**config.mk**
```make
export PLATFORM = sky130hd
export DESIGN_NAME = prbs7_tx_gen
export DESIGN_NICKNAME = d
export VERILOG_FILES = /design/src/rtl/prbs7_tx_gen.sv
export SDC_FILE = /design/constraint.sdc
export NUM_CORES = 1
export LEC_CHECK = 0
export ABC_AREA = 1
export CAP_MARGIN = 20
export CORE_ASPECT_RATIO = 1.1
export CORE_MARGIN = 5
export CORE_UTILIZATION = 35
export CTS_CLUSTER_DIAMETER = 40
export DETAILED_ROUTE_END_ITERATION = 7
export GPL_TIMING_DRIVEN = 0
export PLACE_DENSITY_LB_ADDON = 0.05
export SLEW_MARGIN = 20
export SYNTH_ARGS = -nofsm -noshare
export SYNTH_HDL_FRONTEND = slang
export SYNTH_SLANG_ARGS = --single-unit
```
**constraint.sdc**
```tcl
create_clock -name clk -period 5.14 [get_ports clk]
set_input_delay 1.285 -clock clk [delete_from_list [all_inputs] [get_ports clk]]
set_output_delay 1.285 -clock clk [all_outputs]
set_load 0.1 [all_outputs]
```
**src/rtl/prbs7_tx_gen.sv**
```systemverilog
// PRBS7 (x^7+x^6+1) word source with masked user-data overlay and programmable error injection.
// One 64-bit word per enabled cycle, registered (1-cycle latency); no backpressure, enable gates progress.
module prbs7_tx_gen #(
    parameter int         PERIOD_W     = 16,
    parameter logic [6:0] SEED_DEFAULT = 7'h7F
) (
    input  logic                clk,
    input  logic                reset,
    input  logic                enable,
    input  logic                seed_load,
    input  logic [6:0]          seed,
    input  logic [15:0]         mask,
    input  logic [7:0]          userData,
    input  logic [1:0]          inj_mode,
    input  logic                inj_trig,
    input  logic [63:0]         inj_pattern,
    input  logic [PERIOD_W-1:0] inj_period,
    input  logic [PERIOD_W-1:0] inj_burst,
    output logic [63:0]         dout,
    output logic                dout_valid,
    output logic                inj_active,
    output logic [PERIOD_W-1:0] inj_total
);

    typedef enum logic [1:0] {
        ST_IDLE,
        ST_ARMED,
        ST_BURST,
        ST_PERIODIC
    } inj_state_t;

    localparam logic [1:0] MODE_SINGLE   = 2'd1;
    localparam logic [1:0] MODE_PERIODIC = 2'd2;
    localparam logic [1:0] MODE_BURST    = 2'd3;

    logic [6:0]          lfsr_q, lfsr_d;
    logic [63:0]         dout_q, dout_d;
    logic                dout_valid_q, dout_valid_d;
    logic                inj_active_q, inj_active_d;
    logic [PERIOD_W-1:0] inj_total_q, inj_total_d;
    logic [PERIOD_W-1:0] cnt_q, cnt_d;
    inj_state_t          state_q, state_d;
    logic                trig_q, trig_d;
    logic [1:0]          mode_q, mode_d;

    logic                word_en;
    logic                trig_edge;
    logic                inject;
    logic [70:0]         step_res;
    logic [63:0]         mask_w;
    logic [63:0]         word_w;

    // Returns {next_state[6:0], word[63:0]}; word bit k is the (k+1)-th serial output.
    function automatic logic [70:0] prbs_step64(input logic [6:0] st);
        logic [6:0]  s;
        logic [63:0] w;
        logic        b;
        s = st;
        w = '0;
        for (int k = 0; k < 64; k++) begin
            b    = s[6] ^ s[5];
            s    = {s[5:0], b};
            w[k] = b;
        end
        return {s, w};
    endfunction

    always_comb begin
        lfsr_d       = lfsr_q;
        dout_d       = dout_q;
        dout_valid_d = 1'b0;
        inj_active_d = 1'b0;
        inj_total_d  = inj_total_q;
        cnt_d        = cnt_q;
        state_d      = state_q;
        trig_d       = inj_trig;
        mode_d       = inj_mode;
        inject       = 1'b0;

        word_en   = enable & ~seed_load;
        trig_edge = inj_trig & ~trig_q;
        step_res  = prbs_step64(lfsr_q);
        mask_w    = {4{mask}};
        word_w    = (step_res[63:0] & ~mask_w) | ({8{userData}} & mask_w);

        // A mode change always drops back to IDLE and aborts whatever was in progress.
        if (inj_mode != mode_q) begin
            state_d = ST_IDLE;
            cnt_d   = '0;
        end else begin
            case (state_q)
                ST_IDLE: begin
                    cnt_d = '0;
                    if (inj_mode == MODE_PERIODIC)
                        state_d = ST_PERIODIC;
                    else if ((inj_mode == MODE_SINGLE || inj_mode == MODE_BURST) && trig_edge)
                        state_d = ST_ARMED;
                end
                ST_ARMED: begin
                    if (word_en) begin
                        inject = 1'b1;
                        if (inj_mode == MODE_BURST && inj_burst != '0) begin
                            state_d = ST_BURST;
                            cnt_d   = {{(PERIOD_W-1){1'b0}}, 1'b1};
                        end else begin
                            state_d = ST_IDLE;
                        end
                    end
                end
                ST_BURST: begin
                    if (word_en) begin
                        inject = 1'b1;
                        if (cnt_q >= inj_burst) begin
                            state_d = ST_IDLE;
                            cnt_d   = '0;
                        end else begin
                            cnt_d = cnt_q + 1'b1;
                        end
                    end
                end
                ST_PERIODIC: begin
                    if (word_en) begin
                        inject = (cnt_q == '0);
                        cnt_d  = (cnt_q >= inj_period) ? '0 : cnt_q + 1'b1;
                    end
                end
                default: state_d = ST_IDLE;
            endcase
        end

        if (seed_load) begin
            lfsr_d = (seed == 7'h00) ? 7'h01 : seed;
        end else if (word_en) begin
            lfsr_d       = step_res[70:64];
            dout_d       = inject ? (word_w ^ inj_pattern) : word_w;
            dout_valid_d = 1'b1;
            inj_active_d = inject;
            if (inject && inj_total_q != '1)
                inj_total_d = inj_total_q + 1'b1;
        end
    end

    always_ff @(posedge clk or posedge reset) begin
        if (reset) begin
            lfsr_q       <= SEED_DEFAULT;
            dout_q       <= '0;
            dout_valid_q <= 1'b0;
            inj_active_q <= 1'b0;
            inj_total_q  <= '0;
            cnt_q        <= '0;
            state_q      <= ST_IDLE;
            trig_q       <= 1'b0;
            mode_q       <= 2'd0;
        end else begin
            lfsr_q       <= lfsr_d;
            dout_q       <= dout_d;
            dout_valid_q <= dout_valid_d;
            inj_active_q <= inj_active_d;
            inj_total_q  <= inj_total_d;
            cnt_q        <= cnt_d;
            state_q      <= state_d;
            trig_q       <= trig_d;
            mode_q       <= mode_d;
        end
    end

    assign dout       = dout_q;
    assign dout_valid = dout_valid_q;
    assign inj_active = inj_active_q;
    assign inj_total  = inj_total_q;

endmodule

```
==> results.sh <==
export IMPL_cp_arrival_ns=4.50
export IMPL_io_buffers=214
export IMPL_syn_num_nets=1368
export IMPL_hp_class="reg2reg"
export IMPL_start_util=0.357
export IMPL_route_detailed_drc=0
export IMPL_cts_buffers_inserted=9
export IMPL_drtIter0Drc=482
export IMPL_grt_overflow=0
export IMPL_postRouteAntennaNets=0
export IMPL_critPathKind="in2reg"
export IMPL_worst_setup_path_start_kind="input port"
export IMPL_num_vias=8597
export IMPL_path_common_cell="nand2_1"
export IMPL_yosysSeqAreaShare=0.325
export IMPL_final_nets=1594
export IMPL_die_h_um=174
export IMPL_nFillCells=2464
export IMPL_maxCapViolations=0
export IMPL_yosys_warnings=0
export IMPL_crit_slowest_cell="nor2_1"
export IMPL_grt_start_max_net_pins=63
export IMPL_fp_dieW_um=159
export IMPL_synth_avg_cell_area_um2=7.12
export IMPL_async_flop_share=1.00
export IMPL_status="complete, no violations"
export IMPL_crit_path_max_incr_delay_ns=0.60
export IMPL_via_per_inst=4.97
export IMPL_drv_slew=0
export IMPL_synth_top_area_cell="dfrtp_1"
export IMPL_synthCells=1195
export IMPL_cp_end_kind="flop"
export IMPL_routabilityCongestion=0.998
export IMPL_rsz0062_at_grt="false"
export IMPL_cts_tree="built"
export IMPL_rows=59
export IMPL_period_needed_ns=4.24
export IMPL_grt_util_all_layers=0.230
export IMPL_cts_sinks=110
export IMPL_cts_hold_fix_buffers=0
export IMPL_cts_root_buf="clkbuf_16"
export IMPL_worstMarginPinSlew_ns=1.07
export IMPL_htreeDepth=3
export IMPL_dr_pass1_iters=5
export IMPL_synthFlopType="dfrtp_1"
export IMPL_die_area_um2=27500
export IMPL_hpwl_um=26000
export IMPL_synth_most_common_cell="nand2_1"
export IMPL_pre_cts_slack_ns=0.426
export IMPL_wl_per_cell_um=18.4
export IMPL_ios=216
export IMPL_area_growth_pct=33.7
export IMPL_post_cts_setup_buffers=0
export IMPL_cp_max_fo=10
export IMPL_finalClockSkew_ns=0.0106
export IMPL_antenna_found_initial=0
export IMPL_worstPathCellList="clkdlybuf4s50_1 -> inv_1 -> nor2_2 -> o21ai_0 -> nor2_1 -> clkbuf_1 -> buf_1 -> nand2_1 -> xor2_1 -> nand2_1 -> nand2_1"
export IMPL_synth_cell_types=46
export IMPL_clockBufferDepth=2
export IMPL_path_clk_slew_ns=0.08
export IMPL_grt_pass1_vias=8400
export IMPL_grt_pass1_wl_um=48500
export IMPL_timing_final_crit_share=0.825
export IMPL_postPlaceCellArea_um2=11100
export IMPL_clk_latency_ns=0.36
export IMPL_final_area_um2=11400
export IMPL_synth_common_cells="387 x nand2_1, 123 x nand3_1, 114 x inv_1"
export IMPL_slew_headroom=0.282
export IMPL_ys_ff_latch=110
export IMPL_synth_area_leaders="dfrtp_1 30%, nand2_1 17%, nand3_1 7.2%"
export IMPL_final_hold_viol_count=0
export IMPL_cts_resized=0
export IMPL_antenna_cells=0
export IMPL_finalSetupViolations=0
export IMPL_design_core_area_um2=23800
export IMPL_critPathRequiredTime_ns=5.40
export IMPL_syn_area_um2=8510
export IMPL_totalWireLength_um=31800
export IMPL_synth_top_cell_area_share=0.303
export IMPL_fin_ws_ns=0.897
export IMPL_drive_above_1_share=0.0561
export IMPL_max_freq_mhz=236
export IMPL_synth_edf_count=0
[cells in the final DEF (no fill, tap or decap), drive strengths merged, types with 36 or more instances in the layout]
cell	n
clkdlybuf4s50	214
dfrtp	103
clkbuf	36
nand2	414
inv	123
xnor2	67
o21ai	124
ha	39
nand3	128
[worst max-delay path: cells and delay by family]
family | cells | cell delay, ns
compound gates | 1 | 0.18
xor+xnor | 1 | 0.17
buf+inv | 4 | 1.49
simple gates | 5 | 1.36
[layout make-up]
| cell class | count | area, um^2 | area share |
|---|---|---|---|
| well taps | 305 | 382 | 0.0335 |
| inverters | 121 | 459 | 0.0404 |
| flip-flops and latches | 110 | 2760 | 0.243 |
| multi-input cells | 930 | 5150 | 0.453 |
| plain buffers | 34 | 138 | 0.0121 |
| repair buffers | 215 | 2170 | 0.191 |
| clock buffers | 9 | 225 | 0.0198 |
| clock inverters | 7 | 87.6 | 0.00770 |
[through the flow]
| stage | TNS (ns) | util | cells | hold slack (ns) |
|---|---|---|---|---|
| finish | 0 | 0.477 | 1731 | 0.487 |
| global route | 0 | 0.477 | 1731 | 0.512 |
| CTS | 0 | 0.477 | 1731 | 0.492 |
| detailed placement | 0 | 0.464 | 1715 | 0.470 |
| global placement | -105.84 | 0.463 | 1714 | 0.465 |
| floorplan | 0 | - | 1195 | 0.507 |
[sequential cells by signal, indices dropped and copies added (netlist names)]
register    cells
dout           64
cnt_q          16
inj_total      16
lfsr_q          7
mode_q          2
state_q         2
dout_valid      1
inj_active      1
trig_q          1
[cell families (layout without fill, tap and decap cells)]
| kind of cell | count (synthesis) | after routing | synth area share |
|---|---|---|---|
| flops | 110 | 110 | 0.325 |
| buf+inv | 155 | 386 | 0.0696 |
| simple gates | 613 | 613 | 0.317 |
| compound gates | 173 | 173 | 0.108 |
| xor+xnor | 105 | 105 | 0.124 |
| fa+ha+maj | 39 | 39 | 0.0574 |
[path summary, 6_finish.rpt]
path                             from      endpoint  slack [ns]  cells after the start
min in group asynchronous       reset  inj_total[7]        1.34                      2
hold / removal               dout[54]      dout[54]        0.49                      2
setup reg to reg           state_q[1]       dout[0]        1.56                     12
hold reg to reg              dout[54]      dout[54]        0.49                      2
setup / recovery               enable       dout[0]        0.90                     11
max in group asynchronous       reset      dout[24]        3.11                      3
[routing by layer]
metal,share of wire,vias to the layer above,global-route usage
met1,0.41,4012,0.290
met5,0,-,0
li1,-,4324,-
met2,0.52,231,0.415
met3,0.047,30,0.0232
met4,0.022,0,0.0579
Power is left out: the tool's default activity adds up to more than one toggle a clock period on the data nets, which glitch-free logic cannot reach.
==> edit (same settings) <==
Re-encode `inj_state_t` (4 states) as one-hot, 4 bits wide.
--- a/src/rtl/prbs7_tx_gen.sv
+++ b/src/rtl/prbs7_tx_gen.sv
@@ -22,11 +22,11 @@
     output logic [PERIOD_W-1:0] inj_total
 );
 
-    typedef enum logic [1:0] {
-        ST_IDLE,
-        ST_ARMED,
-        ST_BURST,
-        ST_PERIODIC
+    typedef enum logic [3:0] {
+        ST_IDLE     = 4'b0001,
+        ST_ARMED    = 4'b0010,
+        ST_BURST    = 4'b0100,
+        ST_PERIODIC = 4'b1000
     } inj_state_t;
 
     localparam logic [1:0] MODE_SINGLE   = 2'd1;
Check against the original RTL: same outputs for any inputs over 4 cycles, from zero or initial values and one cycle with reset high; so few cycles prove little.
==> edit against the original RTL <==
Clock skew is 0.0050 ns higher; cell area is 2.7% lower; sequential cell count is 2 higher; wire length is 3.6% lower; global-route usage is 0.12 points lower; die area is 3.4% lower; setup slack better by 0.22 ns; synthesized area is 3.6% lower.
Power is not shown: default switching activity piles up to over one toggle a cycle in this logic, so the estimate is an artifact.
==> edit: results (changes against the original RTL) <==
metric;value;unit;change
worstHoldStart;dout[63]$_DFFE_PP0P_;;
slowest_delay;0.78;ns;+0.18 ns
met2_length;15850;um;-4.4%
fin_nets;1550;;-2.8%
multi_input_area;4745;um2;-8.0%
reg2regPathDepth;17;;+5
grt_pass1_vias;8074;;-3.9%
via_count;8173;;-4.9%
drt-met1-wl;12810;um;-1.7%
wl_met3;1304;um;-13%
grt_max_degree;59;;-6.3%
crit_family;simple AND/OR/NAND/NOR gates;;
worstPathArrival;4.28;ns;-0.22 ns
use_met1;27.87;%;-1.1 points
clk_latency;0.37;ns;
status;finished clean;;
root_buffer;clkbuf_16;;
seq_share;25.42;%;+1.1 points
grt_pass1_wl;46170;um;-4.8%
syn_nets;1324;;-3.2%
synthTopCellsByCount;nand2_1 (420), inv_1 (125), o21ai_0 (115), dfrtp_1 (104), xnor2_1 (60);;
synth_top_cells_by_area;dfrtp_1 (32%), nand2_1 (19%), o21ai_0 (7.0%);;
clock_skew;0.01561;ns;+0.004964 ns
cp_slowest_cell;nor2_1;;
final_util;48.10;%;+0.38 points
buffers;245;;-1.6%
r2r_start;lfsr_q[2]$_DFFE_PP1P_;;
synth_sequential_area_ratio;34.29;%;+1.8 points
critical_path.endpoint;inj_total[15]$_DFFE_PP0P_;;
rrSetupSlack;2.20;ns;+0.64 ns
route.detailed.wl_per_inst;18.17;um;-1.1%
worst_pin_slew;1.048;ns;-0.02558 ns
multiInputCombCellCount;879;;-5.5%
n_antenna_cell;1;;+1
min_to;dout[63]$_DFFE_PP0P_;;
place_congestion;0.9434;;-5.5%
critPathMaxFanout;7;;-3
grt_antenna_before_repair;1;;+1
grt_use_met2;41.85;%;+0.39 points
hpwl;25120;um;-3.4%
drt_iter0_drc;369;;-23%
dp.cells;1670;;-2.6%
post_dp_cell_area;10750;um2;-2.8%
grt.total_usage;22.87;%;-0.12 points
drv_slew;0;;unchanged
==> edit: cell count changes in the layout (fill, tap and decap cells not counted), moves of 7 or more <==
cell,unedited run,this run
nand2_2,20,11
nor2_1,31,40
xor2_1,29,36
nand3_1,123,59
inv_1,113,124
nand2_1,387,420
a21oi_1,32,16
==> edit: kinds of logic (layout without fill, tap and decap cells) <==
family | count (synthesis) | in the layout | synth area share [%]
AO/OA/AOI/OAI | 166 | 166 | 10.88
buffers and inverters | 164 | 395 | 7.871
other | 0 | 1 | 0
multiplexers | 1 | 1 | 0.1373
XOR/XNOR | 103 | 103 | 12.02
adder cells (fa/ha/maj) | 35 | 35 | 5.339
flip-flops | 112 | 112 | 34.29
AND/OR/NAND/NOR | 574 | 574 | 29.47
==> edit: per-stage QoR <==
stage / setup slack (ns) / hold slack, ns
global route: 0.7057 / 0.5033
CTS: 0.9710 / 0.4847
global placement: -1.134 / 0.4665
finish: 1.112 / 0.4816
detailed placement: 0.5868 / 0.4643
floorplan: 0.9092 / 0.4884
